<file path="src/rtl/mig_seq_eval.sv">
// mig_seq_eval: programmable majority-inverter-graph evaluator.
// A node program is loaded while idle; each accepted vector is then evaluated one MIG node per cycle.
module mig_seq_eval #(
    parameter int NUM_IN    = 7,
    parameter int MAX_NODES = 16,
    parameter int NODE_W    = $clog2(MAX_NODES),
    parameter int SEL_W     = $clog2(1 + NUM_IN + MAX_NODES),
    parameter int OP_W      = SEL_W + 1
) (
    input  logic              clk,
    input  logic              rst_n,
    input  logic              cfg_we,
    input  logic [NODE_W-1:0] cfg_addr,
    input  logic [3*OP_W-1:0] cfg_data,
    input  logic [NODE_W:0]   num_nodes,
    input  logic              in_valid,
    output logic              in_ready,
    input  logic [NUM_IN-1:0] in_x,
    output logic              out_valid,
    input  logic              out_ready,
    output logic              out_y,
    output logic              out_err,
    output logic              busy,
    output logic [1:0]        dbg_state
);

    // Valid/ready: a transfer occurs on a rising edge where valid and ready are both high;
    // the sender holds valid and payload until then, and ready is a pure function of FSM state.
    typedef enum logic [1:0] {
        S_IDLE = 2'd0,
        S_EVAL = 2'd1,
        S_DONE = 2'd2
    } state_t;

    localparam logic [SEL_W-1:0] NODE_BASE = SEL_W'(NUM_IN + 1);
    localparam logic [SEL_W-1:0] SEL_MAX   = SEL_W'(NUM_IN + MAX_NODES);

    state_t                state;
    state_t                state_next;
    logic [3*OP_W-1:0]     prog [MAX_NODES];
    logic [MAX_NODES-1:0]  res;
    logic [NUM_IN-1:0]     x_q;
    logic [NODE_W:0]       nn_q;
    logic [NODE_W-1:0]     k;
    logic                  y_q;
    logic                  err_q;

    logic [3*OP_W-1:0]     entry;
    logic [1:0]            dec_a;
    logic [1:0]            dec_b;
    logic [1:0]            dec_c;
    logic                  op_err;
    logic                  node_val;
    logic                  last;
    logic                  cfg_err;
    logic [NODE_W:0]       k_plus;

    // Returns {error, operand value}; a node operand is legal only if it refers to an earlier node.
    function automatic logic [1:0] decode_op(
        input logic [OP_W-1:0]      op,
        input logic [NUM_IN-1:0]    x,
        input logic [MAX_NODES-1:0] r,
        input logic [NODE_W-1:0]    kk
    );
        logic [SEL_W-1:0] sel;
        logic [SEL_W-1:0] j;
        logic             v;
        logic             e;
        sel = op[SEL_W-1:0];
        j   = sel - NODE_BASE;
        v   = 1'b0;
        e   = 1'b0;
        if (sel == '0) begin
            v = 1'b0;
        end else if (sel < NODE_BASE) begin
            v = |(x & (NUM_IN'(1) << (sel - SEL_W'(1))));
        end else if (sel <= SEL_MAX) begin
            if (j >= SEL_W'(kk)) e = 1'b1;
            else                 v = |(r & (MAX_NODES'(1) << j));
        end else begin
            e = 1'b1;
        end
        return {e, v ^ op[OP_W-1]};
    endfunction

    always_comb begin
        entry = prog[k];
        dec_a = decode_op(entry[OP_W-1:0],        x_q, res, k);
        dec_b = decode_op(entry[2*OP_W-1:OP_W],   x_q, res, k);
        dec_c = decode_op(entry[3*OP_W-1:2*OP_W], x_q, res, k);
    end

    assign op_err   = dec_a[1] | dec_b[1] | dec_c[1];
    assign node_val = (dec_a[0] & dec_b[0]) | (dec_a[0] & dec_c[0]) | (dec_b[0] & dec_c[0]);
    assign k_plus   = {1'b0, k} + (NODE_W+1)'(1);
    assign last     = (k_plus == nn_q);
    assign cfg_err  = (num_nodes == '0) || (num_nodes > (NODE_W+1)'(MAX_NODES));

    always_comb begin
        state_next = state;
        case (state)
            S_IDLE: if (in_valid) state_next = cfg_err ? S_DONE : S_EVAL;
            S_EVAL: if (op_err || last) state_next = S_DONE;
            S_DONE: if (out_ready) state_next = S_IDLE;
            default: state_next = S_IDLE;
        endcase
    end

    always_ff @(posedge clk or negedge rst_n) begin
        if (!rst_n) begin
            state <= S_IDLE;
            for (int i = 0; i < MAX_NODES; i++) prog[i] <= '0;
            res   <= '0;
            x_q   <= '0;
            nn_q  <= '0;
            k     <= '0;
            y_q   <= 1'b0;
            err_q <= 1'b0;
        end else begin
            state <= state_next;
            case (state)
                S_IDLE: begin
                    if (cfg_we) prog[cfg_addr] <= cfg_data;
                    if (in_valid) begin
                        x_q   <= in_x;
                        nn_q  <= num_nodes;
                        k     <= '0;
                        y_q   <= 1'b0;
                        err_q <= cfg_err;
                    end
                end
                S_EVAL: begin
                    if (op_err) begin
                        err_q <= 1'b1;
                        y_q   <= 1'b0;
                    end else begin
                        res[k] <= node_val;
                        if (last) y_q <= node_val;
                        else      k   <= k + NODE_W'(1);
                    end
                end
                default: ;
            endcase
        end
    end

    assign in_ready  = (state == S_IDLE);
    assign out_valid = (state == S_DONE);
    assign busy      = (state != S_IDLE);
    assign out_y     = y_q;
    assign out_err   = err_q;
    assign dbg_state = state;

endmodule

</file>
<file path="config.mk">
export PLATFORM = sky130hd
export DESIGN_NAME = mig_seq_eval
export DESIGN_NICKNAME = d
export VERILOG_FILES = /design/src/rtl/mig_seq_eval.sv
export SDC_FILE = /design/constraint.sdc
export NUM_CORES = 1
export LEC_CHECK = 0
export ABC_AREA = 0
export CORE_ASPECT_RATIO = 2
export CORE_MARGIN = 4
export CORE_UTILIZATION = 56
export CTS_CLUSTER_SIZE = 30
export DETAILED_ROUTE_END_ITERATION = 10
export GPL_ROUTABILITY_DRIVEN = 1
export MAX_ROUTING_LAYER = met4
export PLACE_DENSITY = 0.79
export RECOVER_POWER = 100
export SLEW_MARGIN = 20
export SYNTH_ARGS = -nofsm -noshare
export SYNTH_HDL_FRONTEND = slang
export SYNTH_SLANG_ARGS = --single-unit
</file>
<file path="constraint.sdc">
create_clock -name clk -period 4.17 [get_ports clk]
set_clock_uncertainty 0.15 [all_clocks]
set_input_delay 0.417 -clock clk [delete_from_list [all_inputs] [get_ports clk]]
set_output_delay 0.417 -clock clk [all_outputs]
set_load 0.01 [all_outputs]
</file>
# Word-level counts from Yosys, hierarchy flattened
# Index checks and enable logic that the tools add are counted.
# word_totals
reg_bits	324
latchBits	0
ramBits	0
rom_bits	0
out_inout_bits	7
n_memories	0
# op_classes
n_addsub	8
mul	0
n_div	0
magnitude_cmp	15
n_eq_ne	10
n_shift	6
mux	49
bitwise	19
reduce_logical	24
# op_table
op	n
288-bit bitwise mux	1
18-bit binary-select mux with 4-bit select	1
18-bit demux with 4-bit select	1
18-bit 2-to-1 mux	3
16-bit AND	3
16-bit OR reduction	3
1-bit by 5-bit << shifter with 16-bit output (first input constant)	3
1-bit 2-to-1 mux	30
7-bit AND	3
7-bit OR reduction	3
1-bit by 5-bit << shifter with 7-bit output (first input constant)	3
5-bit logical NOT	4
16-bit bitwise mux	1
5-bit by 4-bit >= comparator with 1-bit output	3
5-bit <= comparator (second input constant)	3
5-bit by 4-bit < comparator with 1-bit output (second input constant)	3
5-bit by 1-bit subtractor with 5-bit output (second input constant)	3
5-bit by 4-bit subtractor with 5-bit output (second input constant)	3
4-bit 2-to-1 mux	3
5-bit >= comparator (second input constant)	2
2-bit inequality test (second input constant)	5
4-bit inverter with 5-bit output	2
3-bit AND reduction	3
2-bit 2-to-1 mux	4
25 further kinds	38

# Logic depth before layout (Yosys ltp)
# depth
ltp_word	19
depth_mapped	20

# Worst setup path after synthesis
# No wires, ideal clock.
# synth_path
path_type	reg2reg
startpoint	register k[1]
endpoint	register res[0]
setup_time_ns	0.129
t_arrival_ns	4.191
t_required_ns	3.891
path_slack_ns	-0.300
path_stages_with_launch	21
n_path_buf	6
synth_period_minus_slack_ns	4.470
cell_sequence	dfrtp_1 > buf_6 > buf_2 > buf_2 > buf_4 > buf_2 > mux4_2 > a22oi_1 > nand2_1 > inv_1 > ha_1 > mux2i_1 > o21ai_0 > nand3_1 > a2111oi_0 > a211oi_1 > nand4b_1 > o211ai_2 > o311ai_4 > buf_6 > a31oi_2
# synth_between
elab_chain_cells	17
elab_cells_between_ends	82
classes_between	add/sub (6); order compare (11); shift (6); mux (30); bitwise (18); reduce/logical (11)
# synth_lines
element	line_no	text
start, declared	44	logic [NODE_W-1:0] k;
start signal, assigned	139	else k <= k + NODE_W'(1);
4-bit inverter with 5-bit output (implied by the code)	87	entry = prog[k];
18-bit binary-select mux with 4-bit select	87	
18-bit 2-to-1 mux (implied by the code) (2 in series)	87	
5-bit by 4-bit subtractor with 5-bit output	70	j = sel - NODE_BASE;
1-bit by 5-bit << shifter with 16-bit output	79	else v = |(r & (MAX_NODES'(1) << j));
16-bit AND	79	
16-bit OR reduction	79	
1-bit 2-to-1 mux	78	if (j >= SEL_W'(kk)) e = 1'b1;
1-bit 2-to-1 mux	77	end else if (sel <= SEL_MAX) begin
1-bit 2-to-1 mux	75	end else if (sel < NODE_BASE) begin
1-bit 2-to-1 mux	73	if (sel == '0) begin
1-bit XOR	83	return {e, v ^ op[OP_W-1]};
1-bit AND	94	assign node_val = (dec_a[0] & dec_b[0]) | (dec_a[0] & dec_c[0]) | (dec_b[0] & dec_c[0]);
1-bit bitwise OR (2 in series)	94	
16-bit bitwise mux	137	res[k] <= node_val;
end signal, assigned by index	137	
end, declared	41	logic [MAX_NODES-1:0] res;
# Parallel ways exist; a longest one is shown, timed or not. The select of a mux whose other input is x is not followed.
# A chain may end at the register's enable or synchronous reset.

# Worst setup path after layout
# layout_path
startpoint	register k[0]
endpoint	register res[10]
# Same word-level chain as after synthesis.

==> results.json <==
{
  "syn-num-nets": 1263,
  "ys_seq_elements": 324,
  "grt_pass1_vias": 11952,
  "area_growth_pct": 16.28,
  "via_per_inst": 6.502,
  "drc_errors": 0,
  "clockRootBuffer": "clkbuf_16",
  "ff2ff_path_depth": 14,
  "synth.distinct_cells": 73,
  "syn_avg_cell_area_um2": 14.07,
  "reg2reg_from": "k[0]",
  "crit_arrival_ns": 4.54,
  "grt.total_usage_pct": 28.49,
  "synth_seq_area_share_pct": 48.56,
  "grt_pass1_wl_mm": 68.70,
  "slew_viol_final": 371,
  "setup_tns_ns": -0.6643,
  "htree_levels": 1,
  "rsz0062_at_grt": "true",
  "async_flop_share_pct": 100.0,
  "critPathLaunchType": "flop",
  "drt_iter0_markers": 633,
  "die_y_um": 252.2,
  "globalplace.congestion": 0.9780,
  "hold_viol": 0,
  "synthesis.area_um2": 16700,
  "rows": 89,
  "avgRoutedWirePerCell_um": 26.37,
  "worst_pin_slew_ns": 3.007,
  "finalCritPeriodShare_pct": 101.5,
  "cts_sinks": 324,
  "r2r-end": "res[10]",
  "antenna_found_initial": 0,
  "synth_edf_count": 0,
  "path_class": "reg -> reg",
  "stdcell_count": 1692,
  "multi_input_area_um2": 8299,
  "crit_fanout": 9,
  "synth_ff_type": "dfrtp_1",
  "antenna_left": 0,
  "drive_gt1_share_pct": 46.08,
  "start_util_pct": 56.58,
  "worstSkewPairLatency_ns": 0.57,
  "portBuffers": 45,
  "timing.fmax_ghz": 0.2362,
  "cellPowerDensity_nw_per_um2": 307.7,
  "fill_cells": 2058,
  "ir_drop_mv": 0.3157,
  "leakagePower_uw": 0.009304,
  "cp.required_ns": 4.48,
  "ioPinCount": 46,
  "synthCells": 1187,
  "final_common_cell": "dfrtp_1",
  "status": "complete, but fails checks",
  "yosys_warnings": 0,
  "clkTransAtPathRegs_ns": 0.07,
  "drv_cap": 15,
  "fp.dieW_um": 130.1,
  "grt_max_degree": 128,
  "placeableCoreArea_um2": 29510,
  "num_vias": 11002,
  "setup_slack_ns": -0.06299,
  "place_area_um2": 18160,
  "period_needed_ns": 4.233,
  "clk_path_buf_depth": 3,
  "max-slew-margin-rel_pct": -100.5,
  "routed_wl_mm": 44.62,
  "seqCellArea_um2": 8117,
  "cts_tree": "built",
  "violations": "max-capacitance violations, max-slew violations, negative setup slack",
  "post-dp-hpwl_mm": 30.58,
  "endpoint_kind": "flop",
  "endpoint": "res[10]",
  "design_area_um2": 19410,
  "crit_path_start": "k[0]",
  "cts_inserted_buffers": 28,
  "fin_nets": 1386,
  "mostFrequentLayoutCells": "dfrtp_1, mux2_2, buf_4",
  "antenna_cells": 0,
  "reg2reg_setup_slack_ns": -0.06,
  "firstDrtPassIters": 5,
  "die-area_um2": 32810,
  "place_ws_ns": -0.1246,
  "hp-class": "in -> reg",
  "setup_viol": 17,
  "dp_cells": 1620,
  "grt_overflow": 0
}
what timing repair did:
item | CTS | global route
cloned | 0 | 3
resized for setup | 9 | 28
hold endpoints to repair | 122 | 0
setup endpoints to repair | 21 | 22
hold buffers | 1 | 0
setup buffers | 7 | 13
pin swaps | 3 | 10
worst min-delay path by stage:
stage	startpoint	to	slack, ns	cells past startpoint
floorplan	rst_n	dbg_state[0]	-0.03	0
global placement	prog[104]	prog[104]	0.33	1
detailed placement	prog[35]	prog[35]	0.34	1
CTS	out_ready	dbg_state[1]	0.27	3
global route	in_x[0]	x_q[0]	0.31	2
finish	out_ready	dbg_state[1]	0.29	3
critical path: stages, from the launching register on:
cell and delay [ns]:
dfrtp_4 0.51, clkbuf_16 0.19, mux4_2 0.50, a22o_1 0.22, a221oi_4 0.35, ha_2 0.31
a22o_1 0.16, a221oi_1 0.05, mux2_1 0.34, a211oi_2 0.27, a21boi_2 0.11, a221oi_4 0.42
o311ai_4 0.18, buf_12 0.18, a31oi_1 0.18
synthesized netlist by cell type, types with 4 or more instances:
library cell	n	share of area, %
dfrtp_1	324	49
mux2_2	308	21
mux4_2	74	10
clkbuf_1	48	1.1
nor2_1	47	1.1
ha_1	37	2.8
nand2_1	34	0.76
a22oi_1	24	1.1
nand3_1	23	0.69
mux2i_1	22	1.3
inv_1	19	0.43
and3_1	13	0.49
o21ai_0	11	0.33
a31oi_2	10	0.75
buf_2	10	0.30
a21oi_1	9	0.27
and2_1	9	0.34
and4_1	9	0.47
buf_6	9	0.61
nor2b_1	9	0.34
a31oi_1	8	0.30
nand2b_1	8	0.30
a211oi_1	7	0.31
a22o_1	6	0.31
nor3_1	6	0.18
buf_4	5	0.22
o211ai_1	5	0.22
xnor2_1	5	0.26
a221oi_2	4	0.36
inv_2	4	0.090
mux2i_4	4	0.54
nor3b_1	4	0.18
power by group:
| part | internal, µW | leakage [µW] | total (µW) | switching [µW] |
|---|---|---|---|---|
| combinational | 39.9 | 0.00434 | 151 | 111 |
| clock | 1550 | 0.000457 | 2680 | 1140 |
| sequential | 3140 | 0.00451 | 3140 | 0 |
per-stage QoR:
stage | util [%] | hold slack (ns) | power (µW)
5_1_grt | 65.79 | 0.3078 | 6159
3_5_place_dp | 61.54 | 0.3379 | 3357
3_3_place_gp | 61.54 | 0.3310 | 3354
4_1_cts | 65.14 | 0.2743 | 6028
6_report | 65.79 | 0.2935 | 5974
2_1_floorplan | - | -0.02859 | 3229
state kept, by name, summed over array words and instances (netlist names):
| signal | cells |
|---|---|
| prog | 288 |
| res | 16 |
| x_q | 7 |
| nn_q | 5 |
| k | 4 |
| dbg_state | 2 |
| out_err | 1 |
| out_y | 1 |
kinds of logic after synthesis:
logic type,share of synthesized area (%)
multiplexers,33.35
flip-flops,48.56
AND/OR/NAND/NOR,5.478
AO/OA/AOI/OAI,6.288
buffers and inverters,3.132
adder cells (fa/ha/maj),2.773
XOR/XNOR,0.4197
cell type report:
| cell class | count | share of cell area, % |
|---|---|---|
| Sequential cell | 324 | 41.81 |
| Multi-Input combinational cell | 760 | 42.75 |
| Timing Repair Buffer | 170 | 7.670 |
| Clock inverter | 8 | 0.6509 |
| Tap cell | 364 | 2.346 |
| Inverter | 26 | 0.5672 |
| Clock buffer | 40 | 4.209 |
metal layers:
layer	part of all wire [%]	vias up	GRT usage, %
li1	-	4714	-
met1	35	5763	30.86
met2	54	363	49.74
met3	4.6	162	3.849
met4	6.6	0	15.28
met5	0	-	-
Power figures use the tool's default switching activity.
